--- config.mk ---
export PLATFORM = sky130hd
export DESIGN_NAME = cfg_bus_arbiter
export DESIGN_NICKNAME = d
export VERILOG_FILES = /design/src/rtl/cfg_bus_arbiter.sv
export SDC_FILE = /design/constraint.sdc
export NUM_CORES = 1
export LEC_CHECK = 0
export CORE_MARGIN = 8
export CORE_UTILIZATION = 35
export CTS_CLUSTER_DIAMETER = 80
export DETAILED_ROUTE_END_ITERATION = 7
export GPL_TIMING_DRIVEN = 1
export PLACE_DENSITY = 0.67
export SYNTH_ARGS = -nofsm -noshare
export SYNTH_HDL_FRONTEND = slang
export SYNTH_SLANG_ARGS = --single-unit
export TNS_END_PERCENT = 20
--- constraint.sdc ---
create_clock -name clk -period 2.7 [get_ports clk]
set_input_delay 0.54 -clock clk [delete_from_list [all_inputs] [get_ports clk]]
set_output_delay 0.54 -clock clk [all_outputs]
set_load 0.1 [all_outputs]
--- src/rtl/cfg_bus_arbiter.sv ---
`default_nettype none
// ============================================================================
//  Module   : cfg_bus_arbiter
//  Purpose  : Two-requester round-robin arbiter driving a shared configuration
//             bus. Issues one transfer at a time, waits for every slave to be
//             ready, aborts on timeout and inserts a one-cycle gap between
//             transfers.
//  Revision : 1.0 - initial release
// ============================================================================
module cfg_bus_arbiter #(
    parameter int ADDR_W  = 4,
    parameter int DATA_W  = 14,
    parameter int N_SLV   = 3,
    parameter int TIMEOUT = 255
) (
    input  logic              clk,
    input  logic              rst,          // asynchronous, active low

    input  logic              req0_valid,
    input  logic [ADDR_W-1:0] req0_addr,
    input  logic [DATA_W-1:0] req0_data,
    output logic              req0_ready,

    input  logic              req1_valid,
    input  logic [ADDR_W-1:0] req1_addr,
    input  logic [DATA_W-1:0] req1_data,
    output logic              req1_ready,

    output logic              c_valid,
    output logic [ADDR_W-1:0] c_addr,
    output logic [DATA_W-1:0] c_data,
    input  logic [N_SLV-1:0]  c_ready,

    output logic              done,
    output logic              timeout_err,
    output logic              err_src,
    output logic [7:0]        timeout_cnt,
    output logic              busy
);

    typedef enum logic [1:0] {
        IDLE  = 2'd0,
        ISSUE = 2'd1,
        GAP   = 2'd2
    } state_t;

    // Last ISSUE cycle index before an abort is declared.
    localparam logic [7:0] c_last_cycle = 8'(TIMEOUT - 1);

    state_t     r_state;
    state_t     w_next;
    logic       r_last_grant;   // id of the most recently granted requester
    logic       r_id;           // id of the transfer in flight
    logic [7:0] r_cnt;          // ISSUE cycles elapsed for the current transfer

    logic       w_any_req;
    logic       w_grant_id;
    logic       w_accept;
    logic       w_all_ready;

    // On a tie the requester not served last wins; a lone requester always wins.
    assign w_any_req   = req0_valid | req1_valid;
    assign w_grant_id  = (req0_valid && req1_valid) ? ~r_last_grant : req1_valid;
    assign w_all_ready = &c_ready;

    // State register; reset returns to IDLE at once, dropping c_valid.
    always_ff @(posedge clk or negedge rst) begin
        if (!rst) begin
            r_state <= IDLE;
        end else begin
            r_state <= w_next;
        end
    end

    // Next-state decode and the combinational handshake / pulse outputs.
    always_comb begin
        w_next      = r_state;
        req0_ready  = 1'b0;
        req1_ready  = 1'b0;
        c_valid     = 1'b0;
        done        = 1'b0;
        timeout_err = 1'b0;
        busy        = 1'b1;
        w_accept    = 1'b0;
        case (r_state)
            IDLE: begin
                busy = 1'b0;
                // Ready is gated by rst so nothing is accepted while held in reset.
                if (rst && w_any_req) begin
                    w_accept = 1'b1;
                    w_next   = ISSUE;
                    if (w_grant_id) begin
                        req1_ready = 1'b1;
                    end else begin
                        req0_ready = 1'b1;
                    end
                end
            end
            ISSUE: begin
                c_valid = 1'b1;
                // Completion takes priority over a timeout in the same cycle.
                if (w_all_ready) begin
                    done   = 1'b1;
                    w_next = GAP;
                end else if (r_cnt == c_last_cycle) begin
                    timeout_err = 1'b1;
                    w_next      = GAP;
                end
            end
            GAP: begin
                w_next = IDLE;
            end
            default: begin
                w_next = IDLE;
            end
        endcase
    end

    // Transaction capture, ISSUE cycle counter and abort bookkeeping.
    always_ff @(posedge clk or negedge rst) begin
        if (!rst) begin
            c_addr       <= '0;
            c_data       <= '0;
            r_id         <= 1'b0;
            r_last_grant <= 1'b1;
            r_cnt        <= 8'd0;
            err_src      <= 1'b0;
            timeout_cnt  <= 8'd0;
        end else begin
            if (w_accept) begin
                c_addr       <= w_grant_id ? req1_addr : req0_addr;
                c_data       <= w_grant_id ? req1_data : req0_data;
                r_id         <= w_grant_id;
                r_last_grant <= w_grant_id;
                r_cnt        <= 8'd0;
            end else if (r_state == ISSUE) begin
                if (done) begin
                    r_cnt <= 8'd0;
                end else begin
                    r_cnt <= r_cnt + 8'd1;
                end
            end
            if (timeout_err) begin
                err_src <= r_id;
                if (timeout_cnt != 8'hFF) begin
                    timeout_cnt <= timeout_cnt + 8'd1;
                end
            end
        end
    end

endmodule
`default_nettype wire

### Yosys cells after proc, flatten, opt, wreduce, memory -nomap -nowiden

Index checks and enable logic that the tools add are counted.

| storage, ports and cells | value |
|---|---|
| flip-flop bits (word level) | 39 |
| output and inout bits | 33 |
| word-level logic and storage cells | 49 |

| operators by class | value |
|---|---|
| add/subtract/negate cells | 2 |
| eq/ne operators | 5 |
| muxes and demuxes | 25 |
| bitwise operators | 2 |
| reductions and logical operators | 7 |

Operator list:

| operator | number |
|---|---|
| 8-bit 2-to-1 mux | 3 |
| 8-bit by 1-bit adder with 8-bit output, second input constant | 2 |
| 1-bit 2-to-1 mux | 16 |
| 14-bit 2-to-1 mux | 1 |
| 8-bit == test, second input constant | 1 |
| 8-bit != test, second input constant | 1 |
| 2-bit 2-to-1 mux | 3 |
| 4-bit 2-to-1 mux | 1 |
| 2-bit one-hot mux with 2 select lines | 1 |
| 2-bit AND reduction | 2 |
| 3-bit != test, second input constant | 1 |
| 3-bit AND reduction | 1 |
| 2-bit by 1-bit == test with 1-bit output, second input constant | 1 |
| 1-bit logical AND | 2 |
| 2-bit logical NOT | 1 |
| 2-bit != test, second input constant | 1 |
| 2-bit nonzero test | 1 |
| 1-bit inverter | 1 |
| 1-bit OR | 1 |

### Depth between registers and ports, before layout

| logic depth | value |
|---|---|
| depth in word-level cells | 6 |
| depth in mapped cells | 8 |
| depth with buffers taken out | 7 |

### Worst setup path after synthesis

OpenSTA, ideal clock, no wires.

| timing | value |
|---|---|
| path type | input to output |
| start point | input req1_valid |
| end point | output req0_ready |
| arrival | 2,522 ps |
| slack | -362 ps |
| stages on the path | 4 |
| cell sequence | o211ai_1 > clkbuf_1 > clkbuf_1 > a21oi_1 |

| on the way | value |
|---|---|
| cells in the longest elaborated chain, start to end | 5 |

Ends and longest elaborated chain:

| element | RTL line | RTL |
|---|---|---|
| from (decl) | 24 | `input logic req1_valid,` |
| 1-bit logical AND | 63 | `assign w_grant_id = (req0_valid && req1_valid) ? ~r_last_grant : req1_valid;` |
| 1-bit 2-to-1 mux | 63 |  |
| 1-bit 2-to-1 mux | 92 | `if (w_grant_id) begin` |
| 1-bit 2-to-1 mux (*) | 89 | `if (rst && w_any_req) begin` |
| 1-bit 2-to-1 mux (*) | 85 | `case (r_state)` |
| to (decl) | 22 | `output logic req0_ready,` |

Every way passes the cells marked *; elsewhere a longest branch is shown, timed or not.

### Worst setup path after layout

| timing | value |
|---|---|
| start point | input c_ready[2] |
| end point | output timeout_err |

| on the way | value |
|---|---|
| cells in the longest elaborated chain, start to end | 3 |

Ends and longest elaborated chain:

| element | RTL line | RTL |
|---|---|---|
| from (decl) | 32 | `input logic [N_SLV-1:0] c_ready,` |
| 3-bit AND reduction | 64 | `assign w_all_ready = &c_ready;` |
| 1-bit 2-to-1 mux | 102 | `if (w_all_ready) begin` |
| 1-bit 2-to-1 mux | 85 |  |
| to (decl) | 35 | `output logic timeout_err,` |

Every way passes these cells.

==> reports/metrics.cfg <==
[status]
status = finished, final reports clean

[routing]
drc = 0
num_vias = 1636
drt_iter0_markers = 28
ant_nets = 0
drt_pass1_iterations = 4
vias_per_cell = 4.84
avgRoutedWirePerCell_um = 14.1
routed_wirelength_um = 4780

[placement]
placedCellCount = 330
dpl.hpwl_um = 3670
numPortBuffers = 75
place_area_um2 = 2690
place.gp.congestion = 0.791

[layout]
fin_area_um2 = 2770
regArea_um2 = 977
antennaDiodeCount = 0
multiInputGateArea_um2 = 846
final_cell_mix = 41 x clkdlybuf4s50_1, 38 x dfrtp_1, 35 x buf_4
layout_commonest_cell = clkdlybuf4s50_1
area_delta_synth_final_pct = 47.6
drive_gt1_frac = 0.190
fillerInstances = 486
nets = 313
fin_cells = 338

[grt]
grt_pass1_vias = 1671
antenna_found_initial = 0
overflow = 0
grt_max_degree = 40
grtUsageTotal = 0.130
grt_pass1_wl_um = 8030

[critical_path]
worst-path-buf-inv = 3
critical_path_class = in -> out
cp_slowest_cell = or4_1
setup.worst_path.end_class = primary output
cp_cell_sequence = clkdlybuf4s50_1 > and3_1 > or4_1 > clkinv_2 > buf_12
start_kind = input pin
critPathMaxStageDelay_ns = 0.58
required_ns = 2.16
cp_max_fo = 6
cp_data_arrival_time_ns = 2.05
crit_family = simple AND/OR/NAND/NOR gates

[cts]
hold_buffers = 0
cts_tree = built
numCtsBuffers = 5
path_clk_slew_ns = 0.07
cts_resized = 0
ctsLongestPathBuffers = 2
cts-htree-levels = 2
root_buffer = clkbuf_8
cts_setup_buffers = 0
clk_latency_ns = 0.29
clock_sinks = 39

[timing]
rsz0062_at_grt = no
clock_skew_ns = 0.00251
finalCritPeriodShare = 0.960
fin_setup_tns_ns = 0
fmax_mhz = 386
post-route-min-period_ns = 2.59
timing.final.hold_violations = 0
tightest_slew_ns = 0.546
slew_headroom = 0.634
setup_viol = 0
drv_slew = 0

[logic_synthesis]
syn-num-nets = 233
syn_inst = 187
avgSynthCellArea_um2 = 10.0
ys_async_sr_fraction = 1.00
yosysSeqAreaShare = 0.520
ys_seq_elements = 39
synth_flop_cell = dfrtp_1
yosysUniqueCellTypes = 36
syn_area_um2 = 1880
ys_warn_count = 0
synth_edf_count = 0

[hold_path]
hold_path_class = in -> async

[floorplanning]
fp-row-count = 26
start_util = 0.366
die_w_um = 89.3
placeableCoreArea_um2 = 5140
die_h_um = 89.3
io-pin-count = 76
die-area_um2 = 7970

[power]
ir_drop_mv = 0.603
power.leakage_nw = 1.33
power_density_nw_per_um2 = 1160

[flow_run]
maxCapViolCount = 0

[cells by family after synthesis]
group                    count (synthesis)  synth area share
multiplexers                            20             0.108
XOR/XNOR                                 5            0.0233
adder cells (fa/ha/maj)                  3            0.0200
flip-flops                              39             0.520
buffers and inverters                   14            0.0300
AND/OR/NAND/NOR                         66             0.170
AO/OA/AOI/OAI                           40             0.129
[per-layer routing]
layer  up-vias  wire, µm  global-route usage
met5         -         0                   0
li1        821         -                   -
met4         0        30              0.0408
met1       747      2050               0.161
met2        63      2210               0.198
met3         5       491              0.0561
[cell type report]
class / count / share of cell area
clock inverter: 1 / 0.00180
sequential: 39 / 0.352
tap: 70 / 0.0316
multi-input combinational: 134 / 0.305
timing repair buffer: 81 / 0.273
inverter: 6 / 0.00857
clock buffer: 7 / 0.0275
[Yosys cell counts, types with 2 or more instances]
library cell | n | area (µm²)
a21o_1 | 4 | 30.0
xor2_1 | 4 | 35.0
o21ai_1 | 21 | 105
nand2_1 | 30 | 113
dfrtp_1 | 38 | 951
buf_2 | 2 | 10.0
a22o_1 | 3 | 26.3
nor3_1 | 3 | 15.0
inv_1 | 4 | 15.0
nor2_1 | 8 | 30.0
mux2i_1 | 18 | 180
clkbuf_1 | 6 | 22.5
nand4_1 | 4 | 25.0
nand3_1 | 8 | 40.0
ha_1 | 3 | 37.5
and2_1 | 2 | 12.5
a21oi_1 | 4 | 20.0
nand2b_1 | 2 | 12.5
nor4_2 | 2 | 25.0
and3_1 | 4 | 25.0
mux2_1 | 2 | 22.5
[power by group]
group          total [mW]  leakage, nW  switching, mW  internal [mW]
Combinational        1.95        0.800           1.49          0.458
Clock               0.381       0.0422          0.199          0.181
Sequential          0.884        0.487          0.113          0.771
Total                3.22         1.33           1.81           1.41
[worst register-to-register path, cell delays in order (launching register included)]
cell and delay (ns):
dfrtp_1 0.39, inv_1 0.10, ha_1 0.15, nand3_1 0.09
or4_1 0.48, buf_4 0.19, nor2_1 0.19, mux2_1 0.34
[metrics by stage]
| step | utilization | hold WS [ns] | power, mW | worst slack, ns |
|---|---|---|---|---|
| CTS | 0.540 | 0.372 | 3.25 | 0.102 |
| floorplan | - | 0.244 | 2.38 | -0.362 |
| global placement | 0.524 | 0.469 | 2.84 | 0.131 |
| detailed placement | 0.524 | 0.479 | 2.87 | 0.122 |
| finish | 0.540 | 0.354 | 3.22 | 0.109 |
| global route | 0.540 | 0.399 | 3.38 | 0.0279 |
[path summary, 6_finish.rpt]
path / endpoint / cells after the start / slack [ns] / startpoint
setup / recovery: timeout_err / 5 / 0.11 / c_ready[2]
hold / removal: r_cnt[2]$_DFFE_PN0P_ / 2 / 0.35 / rst
setup reg to reg: timeout_cnt[1]$_DFFE_PN0P_ / 7 / 0.65 / r_cnt[0]$_DFFE_PN0P_
hold reg to reg: err_src$_DFFE_PN0P_ / 2 / 0.49 / err_src$_DFFE_PN0P_
max in group asynchronous: r_last_grant$_DFFE_PN1P_ / 2 / 1.99 / rst
min in group clk: err_src$_DFFE_PN0P_ / 2 / 0.49 / err_src$_DFFE_PN0P_
[registers in the layout, summed over array words and instances (netlist names)]
name          flops
c_data           14
r_cnt             8
timeout_cnt       8
c_addr            4
r_state           2
err_src           1
r_id              1
r_last_grant      1
Power figures use the tool's default switching activity.
